**config.mk**
```make
export PLATFORM = sky130hd
export DESIGN_NAME = i2c_slave_regfile
export DESIGN_NICKNAME = d
export VERILOG_FILES = /design/src/rtl/i2c_slave_regfile.sv
export SDC_FILE = /design/constraint.sdc
export NUM_CORES = 1
export LEC_CHECK = 0
export CAP_MARGIN = 25
export CORE_ASPECT_RATIO = 0.8
export CORE_MARGIN = 2
export CORE_UTILIZATION = 65
export CTS_CLUSTER_DIAMETER = 200
export DETAILED_ROUTE_END_ITERATION = 6
export PLACE_DENSITY = 0.84
export SLEW_MARGIN = 0
export SYNTH_ARGS = -nofsm -noshare
export SYNTH_HDL_FRONTEND = slang
export SYNTH_SLANG_ARGS = --single-unit
```
**constraint.sdc**
```tcl
create_clock -name wb_clk_i -period 5.4 [get_ports wb_clk_i]
set_clock_uncertainty 0.15 [all_clocks]
set_input_delay 1.35 -clock wb_clk_i [delete_from_list [all_inputs] [get_ports wb_clk_i]]
set_output_delay 1.35 -clock wb_clk_i [all_outputs]
set_load 0.02 [all_outputs]
```
**src/rtl/i2c_slave_regfile.sv**
```systemverilog
// I2C responder at SLAVE_ADR fronting a 2**DEPTH_LOG2-byte register file; optional I2C_SLAVE_GLITCH_FILTER_EN adds a 3-sample majority filter.
// Latency: sda_padoen_o updates 3 wb_clk_i cycles after SCL falls at the pin (4 with the filter); wr_stb_o fires with the ACK drive.
// Backpressure: none; SCL is never stretched, every written byte is ACKed, wr_stb_o is a single-cycle pulse.
module i2c_slave_regfile #(
  parameter logic [6:0] SLAVE_ADR  = 7'h10,
  parameter int         DEPTH_LOG2 = 3,
  parameter logic [7:0] RST_VAL    = 8'h00
) (
  input  logic                  wb_clk_i,
  input  logic                  arst_i,
  input  logic                  scl_pad_i,
  input  logic                  sda_pad_i,
  output logic                  sda_pad_o,
  output logic                  sda_padoen_o,
  output logic                  busy_o,
  output logic                  wr_stb_o,
  output logic [DEPTH_LOG2-1:0] wr_adr_o,
  output logic [7:0]            wr_dat_o
);
  localparam int DEPTH = 2**DEPTH_LOG2;

  typedef enum logic [2:0] {IDLE, ADDR, ADDR_ACK, RX, RX_ACK, TX, TX_ACK, WAIT_STOP} state_t;

  logic [1:0] scl_sync, sda_sync;
  logic       scl_cur, sda_cur, scl_prev, sda_prev;
  logic       scl_rise, scl_fall, start_det, stop_det;

  state_t                state, state_nxt;
  logic [3:0]            bit_cnt, bit_cnt_nxt;
  logic [7:0]            shreg, shreg_nxt;
  logic [6:0]            txreg, txreg_nxt;
  logic [DEPTH_LOG2-1:0] ptr, ptr_nxt;
  logic                  rw, rw_nxt, first, first_nxt;
  logic                  oen, oen_nxt, busy, busy_nxt, wr_en;
  logic [7:0]            regs [DEPTH];

  // Two-flop synchronizers; lines reset to the idle-high bus level.
  always_ff @(posedge wb_clk_i or negedge arst_i) begin
    if (!arst_i) begin
      scl_sync <= 2'b11;
      sda_sync <= 2'b11;
    end else begin
      scl_sync <= {scl_sync[0], scl_pad_i};
      sda_sync <= {sda_sync[0], sda_pad_i};
    end
  end

`ifdef I2C_SLAVE_GLITCH_FILTER_EN
  logic [1:0] scl_hist, sda_hist;

  // Two-deep history for the majority vote; a single-cycle pulse never wins two of three votes.
  always_ff @(posedge wb_clk_i or negedge arst_i) begin
    if (!arst_i) begin
      scl_hist <= 2'b11;
      sda_hist <= 2'b11;
    end else begin
      scl_hist <= {scl_hist[0], scl_sync[1]};
      sda_hist <= {sda_hist[0], sda_sync[1]};
    end
  end

  assign scl_cur = (scl_sync[1] & scl_hist[0]) | (scl_sync[1] & scl_hist[1]) | (scl_hist[0] & scl_hist[1]);
  assign sda_cur = (sda_sync[1] & sda_hist[0]) | (sda_sync[1] & sda_hist[1]) | (sda_hist[0] & sda_hist[1]);
`else
  assign scl_cur = scl_sync[1];
  assign sda_cur = sda_sync[1];
`endif

  // Previous line values for edge detection.
  always_ff @(posedge wb_clk_i or negedge arst_i) begin
    if (!arst_i) begin
      scl_prev <= 1'b1;
      sda_prev <= 1'b1;
    end else begin
      scl_prev <= scl_cur;
      sda_prev <= sda_cur;
    end
  end

  assign scl_rise  = ~scl_prev & scl_cur;
  assign scl_fall  = scl_prev & ~scl_cur;
  assign start_det = scl_cur & sda_prev & ~sda_cur;
  assign stop_det  = scl_cur & ~sda_prev & sda_cur;

  // Protocol FSM and datapath registers.
  always_ff @(posedge wb_clk_i or negedge arst_i) begin
    if (!arst_i) begin
      state    <= IDLE;
      bit_cnt  <= '0;
      shreg    <= '0;
      txreg    <= '0;
      ptr      <= '0;
      rw       <= 1'b0;
      first    <= 1'b0;
      oen      <= 1'b1;
      busy     <= 1'b0;
      wr_stb_o <= 1'b0;
      wr_adr_o <= '0;
      wr_dat_o <= '0;
    end else begin
      state    <= state_nxt;
      bit_cnt  <= bit_cnt_nxt;
      shreg    <= shreg_nxt;
      txreg    <= txreg_nxt;
      ptr      <= ptr_nxt;
      rw       <= rw_nxt;
      first    <= first_nxt;
      oen      <= oen_nxt;
      busy     <= busy_nxt;
      wr_stb_o <= wr_en;
      if (wr_en) begin
        wr_adr_o <= ptr;
        wr_dat_o <= shreg;
      end
    end
  end

  // Register file; a byte is committed on the same SCL fall that starts its ACK.
  always_ff @(posedge wb_clk_i or negedge arst_i) begin
    if (!arst_i) begin
      for (int i = 0; i < DEPTH; i++) regs[i] <= RST_VAL;
    end else if (wr_en) begin
      regs[ptr] <= shreg;
    end
  end

  // Next-state logic: START/STOP override everything; bits in on SCL rise, SDA changes on SCL fall.
  always_comb begin
    state_nxt   = state;
    bit_cnt_nxt = bit_cnt;
    shreg_nxt   = shreg;
    txreg_nxt   = txreg;
    ptr_nxt     = ptr;
    rw_nxt      = rw;
    first_nxt   = first;
    oen_nxt     = oen;
    busy_nxt    = busy;
    wr_en       = 1'b0;
    if (start_det) begin
      state_nxt   = ADDR;
      bit_cnt_nxt = '0;
      oen_nxt     = 1'b1;
    end else if (stop_det) begin
      state_nxt = IDLE;
      oen_nxt   = 1'b1;
      busy_nxt  = 1'b0;
    end else begin
      case (state)
        ADDR, RX: begin
          if (scl_rise && bit_cnt != 4'd8) begin
            shreg_nxt   = {shreg[6:0], sda_cur};
            bit_cnt_nxt = bit_cnt + 4'd1;
          end else if (scl_fall && bit_cnt == 4'd8) begin
            if (state == ADDR) begin
              if (shreg[7:1] == SLAVE_ADR) begin
                state_nxt = ADDR_ACK;
                oen_nxt   = 1'b0;
                busy_nxt  = 1'b1;
                rw_nxt    = shreg[0];
              end else begin
                state_nxt = WAIT_STOP;
                busy_nxt  = 1'b0;
              end
            end else begin
              state_nxt = RX_ACK;
              oen_nxt   = 1'b0;
              if (first) begin
                ptr_nxt   = shreg[DEPTH_LOG2-1:0];
                first_nxt = 1'b0;
              end else begin
                wr_en   = 1'b1;
                ptr_nxt = ptr + DEPTH_LOG2'(1);
              end
            end
          end
        end
        ADDR_ACK: begin
          if (scl_fall) begin
            bit_cnt_nxt = '0;
            if (rw) begin
              state_nxt = TX;
              txreg_nxt = regs[ptr][6:0];
              oen_nxt   = regs[ptr][7];
            end else begin
              state_nxt = RX;
              first_nxt = 1'b1;
              oen_nxt   = 1'b1;
            end
          end
        end
        RX_ACK: begin
          if (scl_fall) begin
            state_nxt   = RX;
            bit_cnt_nxt = '0;
            oen_nxt     = 1'b1;
          end
        end
        TX: begin
          if (scl_rise) begin
            bit_cnt_nxt = bit_cnt + 4'd1;
          end else if (scl_fall) begin
            if (bit_cnt == 4'd8) begin
              state_nxt = TX_ACK;
              oen_nxt   = 1'b1;
              ptr_nxt   = ptr + DEPTH_LOG2'(1);
            end else begin
              oen_nxt   = txreg[6];
              txreg_nxt = {txreg[5:0], 1'b1};
            end
          end
        end
        TX_ACK: begin
          // NACK ends the read at once; an ACK reloads on the following fall so SDA only moves with SCL low.
          if (scl_rise && sda_cur) begin
            state_nxt = WAIT_STOP;
            busy_nxt  = 1'b0;
          end else if (scl_fall) begin
            state_nxt   = TX;
            bit_cnt_nxt = '0;
            txreg_nxt   = regs[ptr][6:0];
            oen_nxt     = regs[ptr][7];
          end
        end
        WAIT_STOP: oen_nxt = 1'b1;
        default: ;
      endcase
    end
  end

  assign sda_pad_o    = 1'b0;
  assign sda_padoen_o = oen;
  assign busy_o       = busy;
endmodule

```
==> impl_metrics.yaml <==
hold_path:
  hold_path_class: "register to register"
job:
  cap_violations: 0
sta:
  max_freq_mhz: 308.9
  setup_tns_ns: 0
  post-route-period-util: 0.5995
  setup_violations: 0
  drv_slew: 0
  rsz0062_at_grt: "false"
  maxSlewHeadroom: 0.3194
  final-hold-violation-count: 0
  fin_crit_ns: 3.237
  worst_pin_slew_ns: 1.013
  hold-worst-slack_ns: 0.2138
synthesis:
  synth_edf_count: 0
  synth_top_family_by_area: "multiplexers"
  syn_nets: 436
  synth_cell_types: 53
  synth.top_cells.by_area: "dfrtp_1 (50%), mux2_2 (11%), mux2_1 (6.9%), dfstp_2 (3.5%), mux2i_1 (3.4%)"
  avgSynthCellArea_um2: 12.24
  yosys.area_share.xor_xnor: 0.001667
  ys_ff_latch: 111
  synth_top_area_cell: "dfrtp_1"
  syn_area_um2: 5253
  synthAdderAreaFrac: 0.007146
  yosysWarnings: 0
  synth_compound_area_frac: 0.1062
  synthArstFlopShare: 1.000
  synth-main-ff-cell: "dfrtp_1"
  synthSimpleGateAreaFrac: 0.09600
  synth_top_area_frac: 0.4955
  postSynthCellCount: 429
  yosysSeqAreaShare: 0.5305
  synth.area.mux_share: 0.2294
clock_tree:
  cts_tree: "yes"
  path_clk_slew_ns: 0.10
  clk_latency_ns: 0.39
  cts_made_buffers: 9
  cts_sinks: 111
  cts_resized: 0
  post-cts-setup-buffers: 0
  clockRootBuffer: "clkbuf_8"
  htreeDepth: 3
  cts.path.max_buffers: 2
  cts_hold_buf: 0
global_route:
  grtUsageTotal: 0.2739
  grt_pass1_vias: 3545
  grt_pass1_wl_mm: 18.51
  grt_start_max_net_pins: 87
  grt_overflow: 0
  antenna_found_initial: 0
floorplan:
  core_area_um2: 7874
  initial_core_util: 0.6671
  dieWidth_um: 104.5
  dieArea_um2: 8820
  die_height_um: 84.40
  io_pins: 19
  rows: 29
power_and_ir_drop:
  power_frac_clock: 0.256
  ir_worst_vdd_uv: 331.4
  combPwrFrac: 0.204
  power_frac_seq: 0.540
  p_per_area_nw_per_um2: 361.2
  intPower_mw: 1.319
  p_leak_nw: 2.607
  swShare: 0.3581
  p_switching_mw: 0.7360
worst_setup_path:
  crit_path_start_kind: "register"
  cp_top_family: "simple AND/OR/NAND/NOR gates"
  cp_num_buf_inv: 1
  path_cells: "inv_1, ha_1, nand3b_4, nor4_4, nand2_1, nor2_2, mux2_2"
  cp_slowest_cell: "nor4_4"
  path_class: "register to register"
  cp.required_ns: 5.52
  slowest_delay_ns: 0.90
  arrival_ns: 3.36
  end_kind: "register"
  cp_max_fo: 15
detailed_routing:
  wl_per_cell_um: 20.77
  viasPerCell: 6.456
  ant_nets: 0
  drt_iter0_drc: 308
  num_vias: 3512
  wl_mm: 11.30
  dr.pass1.iters: 5
  drc: 0
place:
  dp_cells: 527
  finalWeightedCongestion: 0.8929
  numPortBuffers: 17
  hpwl_mm: 7.394
status:
  status: "complete, no violations"
finish:
  syn2layout_area_growth_pct: 8.314
  drive_gt1_frac: 0.2225
  final_cells: 544
  final_nets: 438
  n_antenna_cell: 0
[synth_stat cells (4+ instances only)]
master	n
a21oi_1	14
a221oi_1	5
a22oi_1	7
buf_2	11
clkbuf_1	16
dfrtp_1	104
dfstp_2	7
inv_1	5
mux2_1	32
mux2_2	51
mux2i_1	18
mux4_2	4
nand2_1	25
nand2_2	4
nand2b_1	8
nand3_1	5
nor2_1	16
nor2b_1	9
nor3_1	4
o21ai_0	28
o31ai_1	4
o32ai_1	4
[sequential cells by signal (all words and copies together) (netlist names)]
signal,count
ptr,3
state,3
scl_sync,2
first,1
sda_prev,1
wr_dat_o,8
wr_adr_o,3
regs,64
wr_stb_o,1
bit_cnt,4
sda_padoen_o,1
rw,1
sda_sync,2
txreg,7
busy_o,1
shreg,8
scl_prev,1
[power by group through the flow]
stage	logic, mW	registers [mW]	clock network (mW)
2_1_floorplan	0.401	0.969	0
3_3_place_gp	0.398	1.11	0
3_5_place_dp	0.412	1.11	0
4_1_cts	0.414	1.10	0.538
5_1_grt	0.464	1.12	0.567
6_report	0.420	1.11	0.526
[placed cells by master, fill, tap and decap left out, types with 7 or more instances in the layout]
master           instances
a21oi_1                 14
a22oi_1                  7
clkbuf_8                10
clkdlybuf4s50_1         16
dfrtp_1                104
dfstp_2                  7
mux2_1                  32
mux2_2                  51
mux2i_1                 18
nand2_1                 25
nand2b_1                 8
nor2_1                  16
nor2b_1                  9
o21ai_0                 28
[logic make-up (layout without fill, tap and decap cells)]
kind of cell | count (synthesis) | after routing
DFF | 111 | 111
muxes | 105 | 105
and+or+nand+nor | 89 | 89
AOI/OAI and AO/OA | 84 | 84
buffers and inverters | 35 | 42
adders and majority gates | 3 | 3
other | 1 | 1
xor gates and xnor gates | 1 | 1
[worst paths after layout]
check | startpoint | endpoint | slack, ns | cells past startpoint
min reg2reg | sda_sync[0] | sda_sync[1] | 0.21 | 0
max in group asynchronous | arst_i | scl_sync[1] | 3.79 | 2
min | sda_sync[0] | sda_sync[1] | 0.21 | 0
max | bit_cnt[1] | regs[39] | 2.16 | 7
max reg2reg | bit_cnt[1] | regs[39] | 2.16 | 7
min in group asynchronous | arst_i | bit_cnt[3] | 0.66 | 1
[per-layer routing]
layer	up-vias	wire [µm]	GRT usage
met5	-	0	0
met4	0	163	0.09214
met3	22	905	0.07531
met2	137	5147	0.4070
met1	1787	5082	0.3951
li1	1566	-	-
[per-stage QoR]
stage | setup slack (ns) | area [µm²] | power (mW) | utilization
2_1_floorplan | 3.146 | 5253 | 1.370 | -
3_3_place_gp | 2.244 | 5448 | 1.507 | 0.6919
3_5_place_dp | 2.153 | 5448 | 1.527 | 0.6919
4_1_cts | 2.146 | 5662 | 2.052 | 0.7191
5_1_grt | 1.937 | 5689 | 2.150 | 0.7225
6_report | 2.163 | 5689 | 2.055 | 0.7225
[area by class of cell]
type                            count  area (µm²)
Inverter                            5       18.77
Tap cell                          108       135.1
Fill cell                         566        2185
Clock buffer                       10       137.6
Sequential cell                   111        2786
Clock inverter                      6       76.32
Timing Repair Buffer               21       217.7
Multi-Input combinational cell    283        2317
Power figures use the tool's default switching activity.
